$ cat config.mk
export PLATFORM = sky130hd
export DESIGN_NAME = mb_seq_mult
export DESIGN_NICKNAME = d
export VERILOG_FILES = /design/src/rtl/mb_seq_mult_pkg.sv /design/src/rtl/mb_pp_gen.sv /design/src/rtl/mb_seq_mult.sv
export SDC_FILE = /design/constraint.sdc
export NUM_CORES = 1
export LEC_CHECK = 0
export CELL_PAD_IN_SITES_DETAIL_PLACEMENT = 2
export CELL_PAD_IN_SITES_GLOBAL_PLACEMENT = 2
export CORE_AREA = 2 2 215 217
export CTS_CLUSTER_DIAMETER = 40
export CTS_CLUSTER_SIZE = 25
export DETAILED_ROUTE_END_ITERATION = 6
export DIE_AREA = 0 0 217 219
export PLACE_DENSITY = 0.85
export SYNTH_ARGS = -nofsm -noshare
export SYNTH_HDL_FRONTEND = slang
export SYNTH_SLANG_ARGS = --single-unit
$ cat constraint.sdc
create_clock -name clk -period 13.3 [get_ports clk]
set_input_delay 2.66 -clock clk [delete_from_list [all_inputs] [get_ports clk]]
set_output_delay 2.66 -clock clk [all_outputs]
set_load 0.02 [all_outputs]
$ cat src/rtl/mb_seq_mult_pkg.sv
// ---------------------------------------------------------------------------
// mb_seq_mult_pkg
// Shared definitions for the iterative radix-4 Modified Booth multiplier:
// default operand width, iteration counter width, FSM state encodings and
// the record type describing one Booth digit (three overlapping y bits).
// ---------------------------------------------------------------------------
package mb_seq_mult_pkg;

    localparam int MB_N_DEFAULT  = 32;
    localparam int MB_CW_DEFAULT = 5;

    // Plain constants rather than an enum so the encodings stay fixed for
    // any legacy logic that decodes the state bits directly.
    localparam logic [1:0] MB_IDLE = 2'd0;
    localparam logic [1:0] MB_RUN  = 2'd1;
    localparam logic [1:0] MB_FIN  = 2'd2;

    // One Booth digit: y[2i-1] (minus), y[2i] (zero), y[2i+1] (plus).
    typedef struct packed {
        logic bjp;
        logic bjz;
        logic bjm;
    } booth_digit_t;

endpackage

$ cat src/rtl/mb_pp_gen.sv
// ---------------------------------------------------------------------------
// mb_pp_gen
// Combinational Booth digit cell. Recodes one radix-4 digit of the
// multiplier and produces the signed partial product for that digit,
// before any positional shift.
//
// Ports:
//   bjm, bjz, bjp  in   Booth digit bits y[2i-1], y[2i], y[2i+1]
//   xr             in   N-bit latched multiplicand (two's complement)
//   pp             out  N+2-bit signed partial product (0, +-x, +-2x)
// ---------------------------------------------------------------------------
module mb_pp_gen #(
    parameter int N = 32
) (
    input  logic         bjm,
    input  logic         bjz,
    input  logic         bjp,
    input  logic [N-1:0] xr,
    output logic [N+1:0] pp
);

    logic         sign;
    logic         one;
    logic         two;
    logic [N+1:0] m;

    // The magnitude is carried in N+2 bits rather than N+1: negating
    // 2*(-2^(N-1)) gives +2^N, which only fits with one extra bit. Keeping
    // that bit makes the later sign extension to 2N bits exact.
    // The 111 pattern yields sign=0, so it produces +0 rather than -0.
    always_comb begin
        sign = bjp & ~(bjz & bjm);
        one  = bjm ^ bjz;
        two  = ~one & (bjp ^ bjz);
        if (one) begin
            m = {{2{xr[N-1]}}, xr};
        end else if (two) begin
            m = {xr[N-1], xr, 1'b0};
        end else begin
            m = '0;
        end
        pp = sign ? -m : m;
    end

endmodule

$ cat src/rtl/mb_seq_mult.sv
// ---------------------------------------------------------------------------
// mb_seq_mult
// Iterative radix-4 Modified Booth signed multiplier. One Booth digit and
// its partial product are generated per cycle by a single mb_pp_gen cell
// and accumulated into a 2N-bit register over N/2 cycles.
//
// Ports:
//   clk    in   rising-edge clock
//   rst    in   synchronous active-high reset
//   start  in   multiply request, honoured only while ready=1
//   x      in   N-bit multiplicand (two's complement)
//   y      in   N-bit multiplier (two's complement, Booth-recoded)
//   ready  out  high in IDLE; a start is accepted
//   done   out  one-cycle pulse; p valid from this cycle onward
//   p      out  2N-bit signed product, held until the next accepted start
// ---------------------------------------------------------------------------
module mb_seq_mult
    import mb_seq_mult_pkg::*;
#(
    parameter int N  = MB_N_DEFAULT,
    parameter int CW = MB_CW_DEFAULT
) (
    input  logic           clk,
    input  logic           rst,
    input  logic           start,
    input  logic [N-1:0]   x,
    input  logic [N-1:0]   y,
    output logic           ready,
    output logic           done,
    output logic [2*N-1:0] p
);

    logic [1:0]     state_q, state_d;
    logic [N-1:0]   xr_q, xr_d;
    logic [N-1:0]   yr_q, yr_d;
    logic [2*N-1:0] acc_q, acc_d;
    logic [2*N-1:0] p_q, p_d;
    logic [CW-1:0]  cnt_q, cnt_d;

    booth_digit_t   digit;
    logic [N+1:0]   pp;
    logic [2*N-1:0] pp_ext;
    logic [2*N-1:0] pp_shifted;

    // Digit cnt occupies bits [2cnt+1:2cnt-1] of y; appending a zero below
    // y supplies the implicit y[-1]=0 for digit 0, so one right shift by
    // 2*cnt brings the current digit down to bits [2:0].
    always_comb begin
        digit = booth_digit_t'(3'({yr_q, 1'b0} >> {cnt_q, 1'b0}));
    end

    mb_pp_gen #(
        .N(N)
    ) u_pp_gen (
        .bjm(digit.bjm),
        .bjz(digit.bjz),
        .bjp(digit.bjp),
        .xr (xr_q),
        .pp (pp)
    );

    // Sign-extend the digit's partial product to the full product width
    // and weight it by 4^cnt with a barrel shift.
    always_comb begin
        pp_ext     = {{(N-2){pp[N+1]}}, pp};
        pp_shifted = pp_ext << {cnt_q, 1'b0};
    end

    // Next-state logic. Operands are latched at acceptance so later changes
    // on x/y cannot disturb a multiply in flight. p is written only when
    // the final partial product is added, so it keeps the last result
    // through the whole next operation.
    always_comb begin
        state_d = state_q;
        xr_d    = xr_q;
        yr_d    = yr_q;
        acc_d   = acc_q;
        cnt_d   = cnt_q;
        p_d     = p_q;
        case (state_q)
            MB_IDLE: begin
                if (start) begin
                    xr_d    = x;
                    yr_d    = y;
                    acc_d   = '0;
                    cnt_d   = '0;
                    state_d = MB_RUN;
                end
            end
            MB_RUN: begin
                acc_d = acc_q + pp_shifted;
                cnt_d = cnt_q + CW'(1);
                if (cnt_q == CW'(N/2 - 1)) begin
                    p_d     = acc_q + pp_shifted;
                    state_d = MB_FIN;
                end
            end
            MB_FIN: begin
                state_d = MB_IDLE;
            end
            default: begin
                state_d = MB_IDLE;
            end
        endcase
    end

    // State registers; reset overrides everything, including a multiply
    // in progress, and leaves the block idle with a cleared product.
    always_ff @(posedge clk) begin
        if (rst) begin
            state_q <= MB_IDLE;
            xr_q    <= '0;
            yr_q    <= '0;
            acc_q   <= '0;
            cnt_q   <= '0;
            p_q     <= '0;
        end else begin
            state_q <= state_d;
            xr_q    <= xr_d;
            yr_q    <= yr_d;
            acc_q   <= acc_d;
            cnt_q   <= cnt_d;
            p_q     <= p_d;
        end
    end

    // Handshake outputs decode directly from the state register.
    always_comb begin
        ready = (state_q == MB_IDLE);
        done  = (state_q == MB_FIN);
        p     = p_q;
    end

endmodule

# After elaboration in Yosys (flattened, before gate mapping)
# Cells that the tools add are included.
[totals]
elab_cells = 39
register_bits = 199
[op_classes]
n_addsub = 3
reduce_logical = 6
bitwise_logic = 7
n_mux = 10
n_shift = 2
n_eq_ne = 5
[op_table]
columns = ["operator", "n"]
rows = [
  ["one-hot mux 64 bit (2 select lines)", 1],
  ["two-way mux 34 bit", 3],
  ["adder 64 bit", 1],
  ["two-way mux 64 bit", 1],
  ["left shift 64 x 6 -> 64 bit", 1],
  ["negation 34 bit", 1],
  ["right shift 33 x 6 -> 3 bit", 1],
  ["one-hot mux 5 bit (2 select lines)", 1],
  ["AND reduction 2 bit", 4],
  ["adder 5 x 1 -> 5 bit, second input constant", 1],
  ["== test 5 x 4 -> 1 bit, second input constant", 1],
  ["two-way mux 5 bit", 1],
  ["two-way mux 2 bit", 2],
  ["inequality test 2 bit, second input constant", 2],
  ["one-hot mux 2 bit (2 select lines)", 1],
  ["AND 1 bit", 3],
  ["== test 2 x 1 -> 1 bit, second input constant", 1],
  ["== test 2 bit, second input constant", 1],
  ["zero test 2 bit", 1],
  ["inverter 1 bit", 2],
  ["nonzero test 2 bit", 1],
  ["XOR 1 bit", 2],
]

# Depth between registers and ports, before layout
[logic_depth]
ltp_word = 11
depth_mapped = 45
mapped_depth_nobuf = 37

# Modules after synthesis
# Synthesis repeated with hierarchy kept, for this count alone.
[hier_totals]
cells_unflattened = 2074
hier_area_um2 = 14971.9
[by_module_without_submodules]
columns = ["module", "area_per_inst_um2", "seq_area_each_um2", "n_inst", "cells_per_inst"]
rows = [
  ["mb_seq_mult", 13322.8, 3983.8, 1, 1801],
  ["mb_pp_gen", 1649.1, 0.0, 1, 273],
]

# Least setup slack after synthesis
# No wires, ideal clock.
[synth_path]
path_kind = "register to register"
startpoint = "register cnt_q[0]"
endpoint = "register p_q[55], in the netlist p[55]"
required_ns = 13.178
path_buffers = 9
setup_slack_ns = 3.721
setup_ns = 0.122
t_arrival_ns = 9.457
stages_incl_launch_ff = 41
cell_sequence = "dfxtp_1 > buf_1 > clkbuf_1 > buf_1 > mux4_2 > mux4_2 > nor2_1 > a21oi_1 > ha_1 > buf_2 > clkbuf_1 > buf_2 > buf_1 > clkbuf_1 > clkbuf_1 > nand2_1 > ha_1 > a21boi_0 > [... 5 more ...] > or2_1 > xnor2_1 > mux4_2 > a22o_1 > a31oi_2 > nor2_1 > ha_1 > a22o_1 > or4_1 > o211a_1 > o2111ai_1 > a21bo_2 > a21boi_0 > o2111ai_1 > a31oi_1 > a211oi_1 > nor4_1 > a311o_1"
[synth_between]
elab_chain_len = 10
word_cells_on_any_way = 16
cone_classes = "add/sub (2); eq/ne (1); shift (2); mux (3); bitwise (7); reduce/logical (1)"
[synth_lines]
columns = ["item", "line", "rtl"]
rows = [
  ["start: declaration", "mb_seq_mult.sv:38", "logic [CW-1:0] cnt_q, cnt_d;"],
  ["start signal: assignment", "mb_seq_mult.sv:122", "cnt_q <= cnt_d;"],
  ["right shift 33 x 6 -> 3 bit", "mb_seq_mult.sv:49", "digit = booth_digit_t'(3'({yr_q, 1'b0} >> {cnt_q, 1'b0}));"],
  ["XOR 1 bit", "mb_pp_gen.sv:33", "one = bjm ^ bjz;"],
  ["inverter 1 bit", "mb_pp_gen.sv:34", "two = ~one & (bjp ^ bjz);"],
  ["AND 1 bit", "mb_pp_gen.sv:34", ""],
  ["two-way mux 34 bit", "mb_pp_gen.sv:37", "end else if (two) begin"],
  ["two-way mux 34 bit", "mb_pp_gen.sv:35", "if (one) begin"],
  ["negation 34 bit", "mb_pp_gen.sv:42", "pp = sign ? -m : m;"],
  ["two-way mux 34 bit", "mb_pp_gen.sv:42", ""],
  ["left shift 64 x 6 -> 64 bit", "mb_seq_mult.sv:66", "pp_shifted = pp_ext << {cnt_q, 1'b0};"],
  ["adder 64 bit", "mb_seq_mult.sv:94", "p_d = acc_q + pp_shifted;"],
  ["end signal: assignment", "mb_seq_mult.sv:123", "p_q <= p_d;"],
  ["end: declaration", "mb_seq_mult.sv:37", "logic [2*N-1:0] p_q, p_d;"],
]
# Parallel ways exist; a longest one is shown, timed or not.
# A chain may end at the register's enable or synchronous reset.

# Final worst setup path
[layout_path]
startpoint = "register cnt_q[0]"
endpoint = "register acc_q[58]"
[layout_between]
elab_chain_len = 11
word_cells_on_any_way = 15
cone_classes = "add/sub (2); shift (2); mux (4); bitwise (7)"
[layout_lines]
columns = ["item", "line", "rtl"]
rows = [
  ["right shift 33 x 6 -> 3 bit", "mb_seq_mult.sv:49", ""],
  ["XOR 1 bit", "mb_pp_gen.sv:33", ""],
  ["inverter 1 bit", "mb_pp_gen.sv:34", ""],
  ["AND 1 bit", "mb_pp_gen.sv:34", ""],
  ["two-way mux 34 bit", "mb_pp_gen.sv:37", ""],
  ["two-way mux 34 bit", "mb_pp_gen.sv:35", ""],
  ["negation 34 bit", "mb_pp_gen.sv:42", ""],
  ["two-way mux 34 bit", "mb_pp_gen.sv:42", ""],
  ["left shift 64 x 6 -> 64 bit *", "mb_seq_mult.sv:66", ""],
  ["adder 64 bit *", "mb_seq_mult.sv:91", "acc_d = acc_q + pp_shifted;"],
  ["one-hot mux 64 bit (2 select lines) *", "mb_seq_mult.sv:80", "case (state_q)"],
  ["end signal: assignment", "mb_seq_mult.sv:114", "acc_q <= '0;"],
  ["end signal: assignment", "mb_seq_mult.sv:121", "acc_q <= acc_d;"],
  ["end: declaration", "mb_seq_mult.sv:36", "logic [2*N-1:0] acc_q, acc_d;"],
]
# Mark *: on every way between the ends. The rest lies on a longest branch, timed or not.

==> impl_metrics.toml <==
[run_status]
status = "finished, final reports clean"

[worst_setup_path]
cp.arrival_ns = 10.88
crit_top_cell = "o21ai_0"
cp-end-kind = "flip-flop"
crit_path_start_kind = "flip-flop"
path_max_fanout = 51
critPathSlowestCell = "a311oi_1"
slowest_delay_ns = 0.95
crit_type = "reg -> reg"
required_ns = 13.66

[floorplanning]
rows = 78
die_w_um = 217
dieArea_sq_mm = 0.0475
die_h_um = 219
start_util_pct = 34.9
coreArea_sq_mm = 0.0451
num_io_pins = 133

[sta]
period_minus_slack_ns = 10.51
max_slew_margin_pct = 26.5
fin_setup_tns_ns = 0
finalSetupViolations = 0
hold_viol = 0
rsz0062_at_grt = "no"
tightest_slew_ns = 1.10
setup_ws_ns = 2.79
fmax_mhz = 95.1
slew_violations = 0
fin_skew_ns = 0.0236
finalCritPeriodShare_pct = 79.1

[synth]
synth_largest_area_cell = "dfxtp_1"
synthesis.instances = 2138
synthTopCellsByCount = "nand2_1, a21oi_1, dfxtp_1"
synth-edff-count = 0
ys_ff_latch = 199
synth_top_cell_area_share_pct = 25.3
ys_warn_count = 0
async_flop_share_pct = 0
ys_top_cells_by_area = "dfxtp_1, nand2_1, a21oi_1"
ys_seq_area_share_pct = 25.3
synthDistinctLibCells = 97
yosysMostFrequentCell = "nand2_1"
synth_ff_type = "dfxtp_1"
netlist_area_sq_mm = 0.0157
syn_nets = 2273
avgSynthCellArea_sq_um = 7.35

[route]
drc_errors = 0
route.layer.met1.wl_um = 29400
via_per_inst = 6.08
ant_nets = 0
wl_met2_um = 32400
wl_met3_um = 3060
post_drt_wl_per_cell_um = 24.2
vias = 16800
routed_wirelength_um = 66800
drt_pass1_iterations = 5
drtIter0Drc = 1153
dr.max_layer_used = "met5"

[clocking]
post_cts_resize_count = 0
postCtsSetupBuffers = 0
holdBufCountCts = 0
clk_pin_slew_ns = 0.08
cts_tree = "built"
clock-root-buffer = "clkbuf_16"
clk-insertion-delay-late_ns = 0.51
cts.path.max_buffers = 2
clock-sinks = 199
numCtsBuffers = 17
ctsHtreeMaxLevel = 4

[min_path]
hold_class = "reg -> reg"

[place]
gp_congestion = 0.936
dp_slack_ns = 3.01
dpl.hpwl_um = 50200
placement.io_buffers = 132

[run]
maxCapViolCount = 0

[final_layout]
layout.nets = 2284
fill_cells = 5242
utilization_pct = 39.8
multi_input_area_sq_mm = 0.0110
drive_gt1_share_pct = 6.57
area_delta_synth_final_pct = 14.0
register_area_sq_mm = 0.00399
diodes = 0

[power]
power.density_mw_per_mm2 = 101
vdd_ir_drop_max_mv = 0.0695
total_leakage_power_uw = 0.00674

[global_routing]
grt_max_degree = 83
antenna_found_initial = 1
track_usage_pct = 28.1
grt_pass1_vias = 17900
grt_overflow = 0
grt_first_pass_wirelength_um = 104000
-- logic make-up (layout without fill, tap and decap cells) --
logic type / Yosys count / after routing / share of synthesized area [%]
AND/OR/NAND/NOR: 787 / 787 / 22.4
flip-flops: 199 / 199 / 25.3
AO/OA/AOI/OAI: 706 / 706 / 29.3
XOR/XNOR: 95 / 95 / 5.29
adder cells (fa/ha/maj): 68 / 68 / 5.46
multiplexers: 87 / 87 / 7.19
buffers and inverters: 196 / 220 / 5.02
-- path summary, 6_finish.rpt --
check,endpoint,start,slack (ns),cells after the start
worst max-delay path,acc_q[58],cnt_q[0],2.79,36
worst min-delay path,p[31],p[31],0.46,2
worst max register to register,acc_q[58],cnt_q[0],2.79,36
worst min register to register,p[31],p[31],0.46,2
-- critical path: cells and delay by family, from the launching register on --
| family | cells | cell delay [ns] |
|---|---|---|
| and+or+nand+nor | 6 | 1.25 |
| adders and majority gates | 3 | 1.69 |
| AOI/OAI and AO/OA | 20 | 4.61 |
| DFF | 1 | 0.42 |
| xor gates and xnor gates | 1 | 0.25 |
| buffers and inverters | 3 | 0.82 |
| muxes | 3 | 1.29 |
-- state kept, by name (all words and copies together) (netlist names) --
signal,flops
acc_q,64
state_q,2
p,64
xr_q,32
cnt_q,5
yr_q,32
-- cells in the final DEF (no fill, tap or decap), drive strengths merged, types with 9 or more instances in the layout --
cell type / count
dfxtp: 199
o21ai: 103
xnor2: 59
nand2: 382
a211o: 10
inv: 40
nand4: 20
and3: 9
ha: 67
a21o: 43
a211oi: 31
a22oi: 17
xor2: 36
o211ai: 13
a21boi: 9
and2: 18
nor2b: 19
buf: 23
mux4: 19
o31ai: 18
mux2i: 51
nand2b: 17
a31oi: 37
nor2: 165
a221oi: 9
a22o: 20
clkdlybuf4s50: 131
a21oi: 280
nor3: 26
o21a: 21
mux2: 17
nand3: 79
o22ai: 12
clkbuf: 19
-- where the power goes --
| group | internal [uW] | leakage, uW | switching, uW | total [uW] |
|---|---|---|---|---|
| clock | 288 | 0.000291 | 269 | 557 |
| combinational | 205 | 0.00483 | 398 | 603 |
| sequential | 617 | 0.00162 | 29.4 | 646 |
| total | 1110 | 0.00674 | 697 | 1810 |
-- per-layer routing --
metal  up-vias  global-route usage (%)
li1       7738                       -
met1      8522                    35.5
met2       421                    48.2
met3       113                    4.39
met4         2                    10.4
met5         -                       0
-- through the flow --
stage	instances	total power, uW	hold WS, ns	instance area, sq um
after floorplan	2138	1050	0.432	15700
after global placement	2730	1230	0.442	17300
after detailed placement	2730	1250	0.455	17300
after CTS	2762	1820	0.465	17900
after global routing	2762	1890	0.484	17900
final	2762	1810	0.457	17900
-- cell type report --
type	count	area share, %
well taps	600	4.19
inverters	34	0.712
repair buffers	154	8.30
clock inverters	13	0.900
multi-input cells	1743	61.2
clock buffers	19	2.47
flip-flops and latches	199	22.3
No activity file was read; power rests on OpenSTA's default activity.
